**config.mk**
```make
export PLATFORM = sky130hd
export DESIGN_NAME = cyclic_mul_ctrl
export DESIGN_NICKNAME = d
export VERILOG_FILES = /design/src/rtl/cyclic_mul_ctrl_pkg.sv /design/src/rtl/cyclic_mul_ctrl_gf2_clmul.sv /design/src/rtl/cyclic_mul_ctrl.sv
export SDC_FILE = /design/constraint.sdc
export NUM_CORES = 2
export LEC_CHECK = 0
export ABC_AREA = 1
export BUFFER_PORTS_ARGS = -buffer_cell sky130_fd_sc_hd__clkbuf_2
export CAP_MARGIN = 20
export CORE_MARGIN = 4
export CORE_UTILIZATION = 39
export DETAILED_ROUTE_END_ITERATION = 16
export PLACE_DENSITY = 0.57
export SLEW_MARGIN = 25
export SYNTH_ARGS = -nofsm -noshare
export SYNTH_HDL_FRONTEND = slang
export SYNTH_HIERARCHICAL = 1
export SYNTH_SLANG_ARGS = --single-unit
```
**constraint.sdc**
```tcl
create_clock -name clk -period 3.9 [get_ports clk]
set_clock_uncertainty 0.2 [all_clocks]
set_input_delay 0.195 -clock clk [delete_from_list [all_inputs] [get_ports clk]]
set_output_delay 0.195 -clock clk [all_outputs]
set_load 0.005 [all_outputs]
```
**src/rtl/cyclic_mul_ctrl_pkg.sv**
```systemverilog
// cyclic_mul_ctrl_pkg: shared states, operand geometry and top-word mask helper
package cyclic_mul_ctrl_pkg;
  typedef enum logic [2:0] {IDLE, CLEAR, MAC, FOLD, FIN} state_t;
  localparam int MAX_W = 1024;
  function automatic int words(input int r, input int w);
    return (r + w - 1) / w;
  endfunction
  function automatic int top_bits(input int r, input int w);
    return r - (words(r, w) - 1) * w;
  endfunction
  function automatic logic [MAX_W-1:0] low_mask(input int s);
    return (MAX_W'(1) << s) - MAX_W'(1);
  endfunction
endpackage

```
**src/rtl/cyclic_mul_ctrl_gf2_clmul.sv**
```systemverilog
// gf2_clmul: combinational W x W carry-less multiplier
module gf2_clmul #(
  parameter int W = 64
) (
  input  logic [W-1:0]   a,
  input  logic [W-1:0]   b,
  output logic [2*W-2:0] p
);
  always_comb begin
    p = '0;
    for (int n = 0; n < W; n++) p = b[n] ? p ^ ((2*W-1)'(a) << n) : p;
  end
endmodule

```
**src/rtl/cyclic_mul_ctrl.sv**
```systemverilog
// cyclic_mul_ctrl: word-serial c = a*b (or c ^= a*b) mod x^R-1 over GF(2) on external BRAMs
module cyclic_mul_ctrl #(
  parameter int R      = 10163,
  parameter int W      = 64,
  parameter int ADDR_W = 9
) (
  input  logic              clk,
  input  logic              rst_b,
  input  logic              start,
  input  logic              mode,
  output logic              busy,
  output logic              done,
  output logic [ADDR_W-1:0] op0_addra,
  input  logic [W-1:0]      op0_dina,
  output logic [ADDR_W-1:0] op1_addra,
  input  logic [W-1:0]      op1_dina,
  output logic [ADDR_W-1:0] re_addra,
  input  logic [W-1:0]      re_dina,
  output logic [ADDR_W-1:0] re_addrb,
  output logic              re_web,
  output logic [W-1:0]      re_doutb,
  input  logic [W-1:0]      re_dinb
);
  import cyclic_mul_ctrl_pkg::*;
  localparam int D  = words(R, W);
  localparam int S  = top_bits(R, W);
  localparam int CW = ADDR_W + 1;
  localparam logic [W-1:0]      TMASK = W'(low_mask(S));
  localparam logic [ADDR_W-1:0] DA    = ADDR_W'(D);
  localparam logic [ADDR_W-1:0] DL    = ADDR_W'(D - 1);
  localparam logic [ADDR_W-1:0] ML    = ADDR_W'(D + 2);
  localparam logic [CW-1:0]     CLR0  = CW'(2 * D - 1);
  localparam logic [CW-1:0]     CLR1  = CW'(D - 1);
  localparam logic [CW-1:0]     FLAST = CW'(2 * D + 1);

  state_t state, state_d;
  logic mode_q, s1_v, s2_v, mac_last, clr_last;
  logic [CW-1:0] cnt, fk;
  logic [ADDR_W-1:0] i, m, k, s1_j, s1_addr, s2_j, s2_addr;
  logic [2*W-2:0] prod, prod_q;
  logic [W-1:0] a_m, b_m, pd_q, carry, slide, hk, mac_word, fold_word;

  assign a_m = op0_dina & (i == DL ? TMASK : '1);
  assign b_m = op1_dina & (s1_j == DL ? TMASK : '1);

  gf2_clmul #(.W(W)) u_clmul (.a(a_m), .b(b_m), .p(prod));

  // fold word index: FOLD spends two prefetch cycles on P[D-1], then two cycles per word
  assign fk        = cnt - CW'(2);
  assign k         = fk[ADDR_W:1];
  assign hk        = W'({re_dina, slide} >> S);
  assign fold_word = (re_dinb ^ hk) & (k == DL ? TMASK : '1);
  assign mac_word  = pd_q ^ prod_q[W-1:0] ^ (s2_j == '0 ? '0 : carry);
  assign mac_last  = i == DL && m == ML;
  assign clr_last  = cnt == (mode_q ? CLR1 : CLR0);

  always_ff @(posedge clk or negedge rst_b)
    if (!rst_b) begin
      state   <= IDLE;
      busy    <= 1'b0;
      done    <= 1'b0;
      mode_q  <= 1'b0;
      cnt     <= '0;
      i       <= '0;
      m       <= '0;
      s1_v    <= 1'b0;
      s1_j    <= '0;
      s1_addr <= '0;
      s2_v    <= 1'b0;
      s2_j    <= '0;
      s2_addr <= '0;
      pd_q    <= '0;
      prod_q  <= '0;
      carry   <= '0;
      slide   <= '0;
    end else begin
      state   <= state_d;
      busy    <= state != IDLE && state != FIN;
      done    <= state == FIN;
      mode_q  <= state == IDLE && start ? mode : mode_q;
      cnt     <= state_d != state ? '0 : cnt + 1'b1;
      m       <= state == MAC && m != ML ? m + 1'b1 : '0;
      i       <= state != MAC ? '0 : m == ML ? i + 1'b1 : i;
      s1_v    <= state == MAC && m <= DA;
      s1_j    <= m;
      s1_addr <= i + m;
      s2_v    <= s1_v;
      s2_j    <= s1_j;
      s2_addr <= s1_addr;
      pd_q    <= re_dina;
      prod_q  <= s1_j == DA ? '0 : prod;
      carry   <= s2_v ? W'(prod_q[2*W-2:W]) : carry;
      slide   <= state == FOLD && cnt[0] ? re_dina : slide;
    end

  always_comb begin
    state_d   = state;
    op0_addra = '0;
    op1_addra = '0;
    re_addra  = '0;
    re_addrb  = '0;
    re_web    = 1'b0;
    re_doutb  = '0;
    case (state)
      IDLE:  state_d = start ? CLEAR : IDLE;
      CLEAR: begin
        state_d  = clr_last ? MAC : CLEAR;
        re_web   = 1'b1;
        re_addrb = (mode_q ? DA : '0) + cnt[ADDR_W-1:0];
      end
      MAC: begin
        state_d   = mac_last ? FOLD : MAC;
        op0_addra = i;
        op1_addra = m;
        re_addra  = i + m;
        re_web    = s2_v;
        re_addrb  = s2_addr;
        re_doutb  = s2_v ? mac_word : '0;
      end
      FOLD: begin
        state_d  = cnt == FLAST ? FIN : FOLD;
        re_addra = cnt == '0 ? DL : DA + k;
        re_addrb = k;
        re_web   = cnt[0] && cnt != CW'(1);
        re_doutb = cnt[0] && cnt != CW'(1) ? fold_word : '0;
      end
      FIN:     state_d = IDLE;
      default: state_d = IDLE;
    endcase
  end
endmodule

```
== Yosys cells after proc, flatten, opt, wreduce, memory -nomap -nowiden ==
Index checks and enable logic that the tools add are counted.

* Register bits: 390
* Input port bits: 260
* Logic and storage cells: 211
* Output and inout port bits: 103

* Add/sub/neg operators: 7
* Mux-type cells: 89
* Eq/ne operators: 16
* Magnitude comparators: 1
* Bitwise gates (word level): 69
* Reductions and logical operators: 12

{| class="wikitable"
|+ Operators by type and width
! operator !! number
|-
| two-way mux 127 bit || 64
|-
| two-way mux 64 bit || 6
|-
| bitwise AND 64 bit || 3
|-
| case mux 64 bit (2 select lines) || 1
|-
| bitwise XOR 64 bit || 2
|-
| bitwise XOR 127 x 100 -> 127 bit || 1
|-
| bitwise XOR 127 x 101 -> 127 bit || 1
|-
| bitwise XOR 127 x 102 -> 127 bit || 1
|-
| bitwise XOR 127 x 103 -> 127 bit || 1
|-
| bitwise XOR 127 x 104 -> 127 bit || 1
|-
| bitwise XOR 127 x 105 -> 127 bit || 1
|-
| bitwise XOR 127 x 106 -> 127 bit || 1
|-
| bitwise XOR 127 x 107 -> 127 bit || 1
|-
| bitwise XOR 127 x 108 -> 127 bit || 1
|-
| bitwise XOR 127 x 109 -> 127 bit || 1
|-
| bitwise XOR 127 x 110 -> 127 bit || 1
|-
| bitwise XOR 127 x 111 -> 127 bit || 1
|-
| bitwise XOR 127 x 112 -> 127 bit || 1
|-
| bitwise XOR 127 x 113 -> 127 bit || 1
|-
| bitwise XOR 127 x 114 -> 127 bit || 1
|-
| bitwise XOR 127 x 115 -> 127 bit || 1
|-
| bitwise XOR 127 x 116 -> 127 bit || 1
|-
| bitwise XOR 127 x 117 -> 127 bit || 1
|-
| bitwise XOR 127 x 118 -> 127 bit || 1
|-
| other kinds (80) || 99
|}

== Longest topological paths before layout ==
* Word-level depth: 131
* Gate-level depth with buffers: 32
* Mapped depth without buffers: 30

== Modules after synthesis ==
The synthesis kept the hierarchy.

{| class="wikitable"
|+ By module, submodules not included
! module !! seq. area each (um^2) !! cells each !! area each (um^2) !! instances
|-
| gf2_clmul || 0.0 || 11,460 || 63,468.4 || 1
|-
| cyclic_mul_ctrl || 8,483.1 || 1,788 || 15,997.8 || 1
|}

== Worst setup path before layout ==
No wires, ideal clock.

* Path type: flip-flop to flip-flop
* From: register i[0]
* To: register prod_q[67]
* Clock period less this slack: 3.113 ns
* Path buffers: 3
* Data arrival time: 2.799 ns
* Path slack: 0.787 ns
* Stages on the path, launching flop included: 25
* Required time: 3.586 ns
* Library setup time: 0.114 ns
* Cells stage by stage: dfrtp_1 > inv_1 > ha_1 > inv_1 > nor2_1 > nand2_1 > nor2_1 > clkbuf_1 > nor2_1 > buf_4 > buf_6 > nand2_1 > xnor2_1 > xor2_1 > xor2_1 > xor2_1 > nand2_1 > nand2_1 > nand2_1 > nand2_1 > nand2_1 > inv_1 > nor2_1 > nand2_1 > inv_1

* Elaborated cells between the ends (all ways): 124
* Those cells by class: eq/ne (1); mux (62); bitwise (61)

{| class="wikitable"
|+ RTL lines
! item !! line !! text
|-
| start: declaration || cyclic_mul_ctrl.sv:39 || <nowiki>logic [ADDR_W-1:0] i, m, k, s1_j, s1_addr, s2_j, s2_addr;</nowiki>
|-
| start signal: assignment || cyclic_mul_ctrl.sv:83 || <nowiki>i <= state != MAC ? '0 : m == ML ? i + 1'b1 : i;</nowiki>
|-
| == test 9 x 8 -> 1 bit (*) || cyclic_mul_ctrl.sv:43 || <nowiki>assign a_m = op0_dina & (i == DL ? TMASK : '1);</nowiki>
|-
| two-way mux 64 bit (*) || cyclic_mul_ctrl.sv:43 ||
|-
| bitwise AND 64 bit (*) || cyclic_mul_ctrl.sv:43 ||
|-
| named net a_m[56] || cyclic_mul_ctrl.sv:41 || <nowiki>logic [W-1:0] a_m, b_m, pd_q, carry, slide, hk, mac_word, fold_word;</nowiki>
|-
| bitwise XOR 127 x 75 -> 127 bit (*) || cyclic_mul_ctrl_gf2_clmul.sv:11 || <nowiki>for (int n = 0; n < W; n++) p = b[n] ? p ^ ((2*W-1)'(a) << n) : p;</nowiki>
|-
| two-way mux 127 bit (*) || cyclic_mul_ctrl_gf2_clmul.sv:11 ||
|-
| bitwise XOR 127 x 76 -> 127 bit || cyclic_mul_ctrl_gf2_clmul.sv:11 ||
|-
| two-way mux 127 bit (*) || cyclic_mul_ctrl_gf2_clmul.sv:11 ||
|-
| [96 not listed] || -- ||
|-
| bitwise XOR 127 x 125 -> 127 bit || cyclic_mul_ctrl_gf2_clmul.sv:11 ||
|-
| two-way mux 127 bit (*) || cyclic_mul_ctrl_gf2_clmul.sv:11 ||
|-
| bitwise XOR 127 x 126 -> 127 bit || cyclic_mul_ctrl_gf2_clmul.sv:11 ||
|-
| two-way mux 127 bit (*) || cyclic_mul_ctrl_gf2_clmul.sv:11 ||
|-
| bitwise XOR 127 bit || cyclic_mul_ctrl_gf2_clmul.sv:11 ||
|-
| two-way mux 127 bit (*) || cyclic_mul_ctrl_gf2_clmul.sv:11 ||
|-
| named net prod[67] || cyclic_mul_ctrl.sv:40 || <nowiki>logic [2*W-2:0] prod, prod_q;</nowiki>
|-
| two-way mux 127 bit (*) || cyclic_mul_ctrl.sv:91 || <nowiki>prod_q <= s1_j == DA ? '0 : prod;</nowiki>
|-
| end signal: assignment || cyclic_mul_ctrl.sv:91 ||
|-
| end: declaration || cyclic_mul_ctrl.sv:40 ||
|}

Mark *: on every way through the listed nets, which the timed path passes. The rest lies on a longest branch.
A chain may end at the register's enable or synchronous reset.

== Worst setup path in the final report ==
* From: register i[0]
* To: register prod_q[60]

* Elaborated cells between the ends (all ways): 131
* Those cells by class: eq/ne (1); mux (66); bitwise (64)

{| class="wikitable"
|+ RTL lines
! item !! line
|-
| == test 9 x 8 -> 1 bit (*) || cyclic_mul_ctrl.sv:43
|-
| two-way mux 64 bit (*) || cyclic_mul_ctrl.sv:43
|-
| bitwise AND 64 bit (*) || cyclic_mul_ctrl.sv:43
|-
| named net a_m[55] || cyclic_mul_ctrl.sv:41
|-
| bitwise XOR 127 x 69 -> 127 bit (*) || cyclic_mul_ctrl_gf2_clmul.sv:11
|-
| two-way mux 127 bit (*) || cyclic_mul_ctrl_gf2_clmul.sv:11
|-
| bitwise XOR 127 x 70 -> 127 bit || cyclic_mul_ctrl_gf2_clmul.sv:11
|-
| two-way mux 127 bit (*) || cyclic_mul_ctrl_gf2_clmul.sv:11
|-
| [108 not listed] || --
|-
| bitwise XOR 127 x 125 -> 127 bit || cyclic_mul_ctrl_gf2_clmul.sv:11
|-
| two-way mux 127 bit (*) || cyclic_mul_ctrl_gf2_clmul.sv:11
|-
| bitwise XOR 127 x 126 -> 127 bit || cyclic_mul_ctrl_gf2_clmul.sv:11
|-
| two-way mux 127 bit (*) || cyclic_mul_ctrl_gf2_clmul.sv:11
|-
| bitwise XOR 127 bit || cyclic_mul_ctrl_gf2_clmul.sv:11
|-
| two-way mux 127 bit (*) || cyclic_mul_ctrl_gf2_clmul.sv:11
|-
| named net prod[60] || cyclic_mul_ctrl.sv:40
|-
| two-way mux 127 bit (*) || cyclic_mul_ctrl.sv:91
|}

Marked as above.

==> impl_results.md <==
- DRC viols: 0
- Placer's final routability congestion estimate: 0.9435
- Clk sinks: 339
- Cell Area, Synth: 0.07947 mm²
- Die area: 0.2110 mm²
- Largest net degree at the start of global routing: 66
- Number of enable flip-flop cells after synthesis: 0
- Multi-input combinational cell area: 0.06155 mm²
- Critical Path RT: 4.22 ns
- Global-route wire length before repair: 510.1 mm
- Final-report setup violation count: 0
- TritonCTS clock tree: built
- Status: complete, no violations
- Register Area: 0.008487 mm²
- Detail Route Antenna Nets: 0
- Power Density: 347.5 mW/mm²
- Clock root buffer: clkbuf_16
- Clock Tree Buf Depth: 3
- Critical Path AT: 3.96 ns
- CP max-delay cell: dfrtp_1
- Post-synthesis sequential area ratio: 10.68%
- Worst-skew pair later-pin latency: 0.65 ns
- Drt total wl: 349.7 mm
- Crit end category: register
- RSZ-0062 raised after global routing: no
- Initial Util: 39.28%
- Synth warn: 6
- TritonCTS Buffers: 42
- Number of max-cap violations: 0
- # fillers: 21,620
- Minimum clock period: 3.639 ns
- Crit Path Category: register to register
- Slowest cell delay on critical path: 0.37 ns
- Async set-or-reset flop fraction in the synthesized netlist: 100.0%
- Worst r2r path cells: 25
- Overall power: 30,190 µW
- Final #Nets: 13,570
- Mean Syn Cell Area: 5.998 µm²
- Reg clk slew, reported paths: 0.06 ns
- F_max: 274.8 MHz
- Port Buffers: 362
- Slew Limit Fails: 0
- Hold depth: 2
- Main synth FF type: dfrtp_1
- Gr ovfl total: 0
- Area grow syn2layout: 9.324%
- Core ar.: 0.2023 mm²
- Tcrit/Tclk final: 93.31%
- Layout Utilization: 42.94%
- Hold Path Class: input port to register
- P_leak: 0.04281 µW
- Htree depth: 2
- Register bit total from synthesis: 339
- Least-Margin Pin Slew: 0.8053 ns
- Sum Neg Setup Slack: 0 ns
- Crit Path Max Fanout: 14
- Design Area, Final: 0.08688 mm²
- Postcts setup bufs: 0
- Worst hold margin: 0.04477 ns
- Synth Instances: 13,250
- Startpoint Class: register
- Most frequent cell on the critical path: nand2_1
- Detailed placement HPWL: 242.1 mm
- Initial antenna violation count: 6
- Worst slew margin: 46.31%
- Ratio of cells with drive above 1 in the final layout: 8.210%
- DR iter-0 viols: 9,337
- Vias/cell: 5.138
- Ports: 363
- Vias post-DR: 82,150
- Syn Nets: 13,540
- Unique masters post-synth: 54
- Fin. Hold Viols: 0
- Max IR drop VDD: 325.6 µV
- FP Rows: 165
- Chip height: 459.4 µm
- Die Wd: 459.4 µm
- Drt first pass iters: 7
- Routed length per placed instance: 21.87 µm
- Placed instance area: 0.08469 mm²
- Vias in the first global route: 75,610
- GRT Overall Usage: 31.81%
-- kinds of logic after synthesis --
kind of cell / count (synthesis) / synth area share, %
flops: 339 / 10.68
mux: 13 / 0.1842
xor+xnor: 3463 / 38.48
compound gates: 246 / 1.611
buf+inv: 1929 / 12.02
simple gates: 7231 / 36.58
fa+ha+maj: 27 / 0.4440
-- worst max-delay path: cells and delay by family, from the launching register on --
kind	cells	cell delay [ns]
fa+ha+maj	1	0.16
buf+inv	7	0.98
simple gates	16	1.67
flops	1	0.37
xor+xnor	1	0.16
-- flip-flops by register name, summed over array words and instances, names as in the netlist, 10 cells and up --
register / flops
cnt: 10
slide: 13
prod_q: 127
carry: 63
pd_q: 64
-- cell type report --
cell class                      instances  area share (%)
Antenna cell                            3        0.008641
Clock inverter                         23          0.3226
Tap cell                             2672           3.848
Multi-Input combinational cell      10980           70.85
Sequential cell                       339           9.769
Timing Repair Buffer                  948           9.664
Clock buffer                           54           1.354
Inverter                              969           4.187
-- report_power, final --
group,total (µW),leakage [µW],internal [µW],switching (µW)
Sequential,5080,0.00426,4240,840
Combinational,20900,0.0378,7800,13100
Clock,4210,0.000715,2380,1830
Total,30200,0.0428,14400,15800
-- cells in the mapped netlist (3+ instances only) --
cell | count | area (µm²)
dfrtp_1 | 339 | 8483
mux2_2 | 13 | 146.4
nor2_4 | 5 | 56.30
xnor2_2 | 9 | 146.4
nand2_1 | 6230 | 23380
buf_4 | 336 | 2522
or2_2 | 37 | 231.5
buf_6 | 53 | 596.8
buf_1 | 14 | 52.55
o21ai_0 | 182 | 910.9
nand3b_1 | 229 | 1719
xnor3_1 | 10 | 225.2
clkbuf_2 | 4 | 20.02
nand4_1 | 38 | 237.7
inv_2 | 14 | 52.55
nand3_1 | 474 | 2372
a31oi_1 | 4 | 25.02
nor2_1 | 133 | 499.2
o21ai_1 | 27 | 135.1
nor2_2 | 13 | 81.33
ha_1 | 25 | 312.8
or2_1 | 26 | 162.7
o211ai_1 | 6 | 45.04
nor3_1 | 11 | 55.05
nand2_2 | 11 | 68.82
or2_0 | 3 | 18.77
a21oi_1 | 17 | 85.08
buf_2 | 510 | 2552
xor2_1 | 1173 | 10270
inv_1 | 955 | 3585
xnor2_1 | 2267 | 19860
nand2b_1 | 12 | 75.07
clkbuf_1 | 42 | 157.7
-- timing repair --
| item | 4_1_cts | 5_1_grt |
|---|---|---|
| gates resized for setup | 0 | 1 |
| endpoints found under the hold margin | 366 | 0 |
| hold buffers | 71 | 0 |
| endpoints found under the setup margin | 0 | 1 |
-- cell usage in the layout (no fill, tap or decap), drive strengths merged, types with 13 or more instances in the layout --
cell type and count:
nand2 6241, xnor2 2276, xor2 1175, inv 975, buf 609, nand3 477
dfrtp 339, clkbuf 323, nand3b 229, o21ai 209, nor2 151, dlygate4sd3 70
or2 66, nand4 38, ha 25, a21oi 18, nor3 14, mux2 13
-- per-layer routing --
layer  up-vias  wire, µm  GRT usage (%)
met5         -        27              0
met4         4     20080          15.15
met3       779     36110          5.536
met2      4236    148600          49.51
met1     37940    144900          42.55
li1      39190         -              -
-- per-stage QoR --
step,setup slack [ns],std cells
4_1_cts,0.2953,15990
5_1_grt,0.01043,15990
2_1_floorplan,0.7871,13250
3_5_place_dp,0.2830,15840
6_report,0.2609,15990
3_3_place_gp,0.2717,15840
-- final timing paths --
check | startpoint | end | slack [ns]
max reg2reg | i[0] | prod_q[60] | 0.26
max in group asynchronous | rst_b | cnt[6] | 1.97
max | i[0] | prod_q[60] | 0.26
min in group asynchronous | rst_b | prod_q[99] | 0.48
min | re_dina[61] | pd_q[61] | 0.04
min reg2reg | s1_addr[6] | s2_addr[6] | 0.14
(Power assumes the default switching activity.)
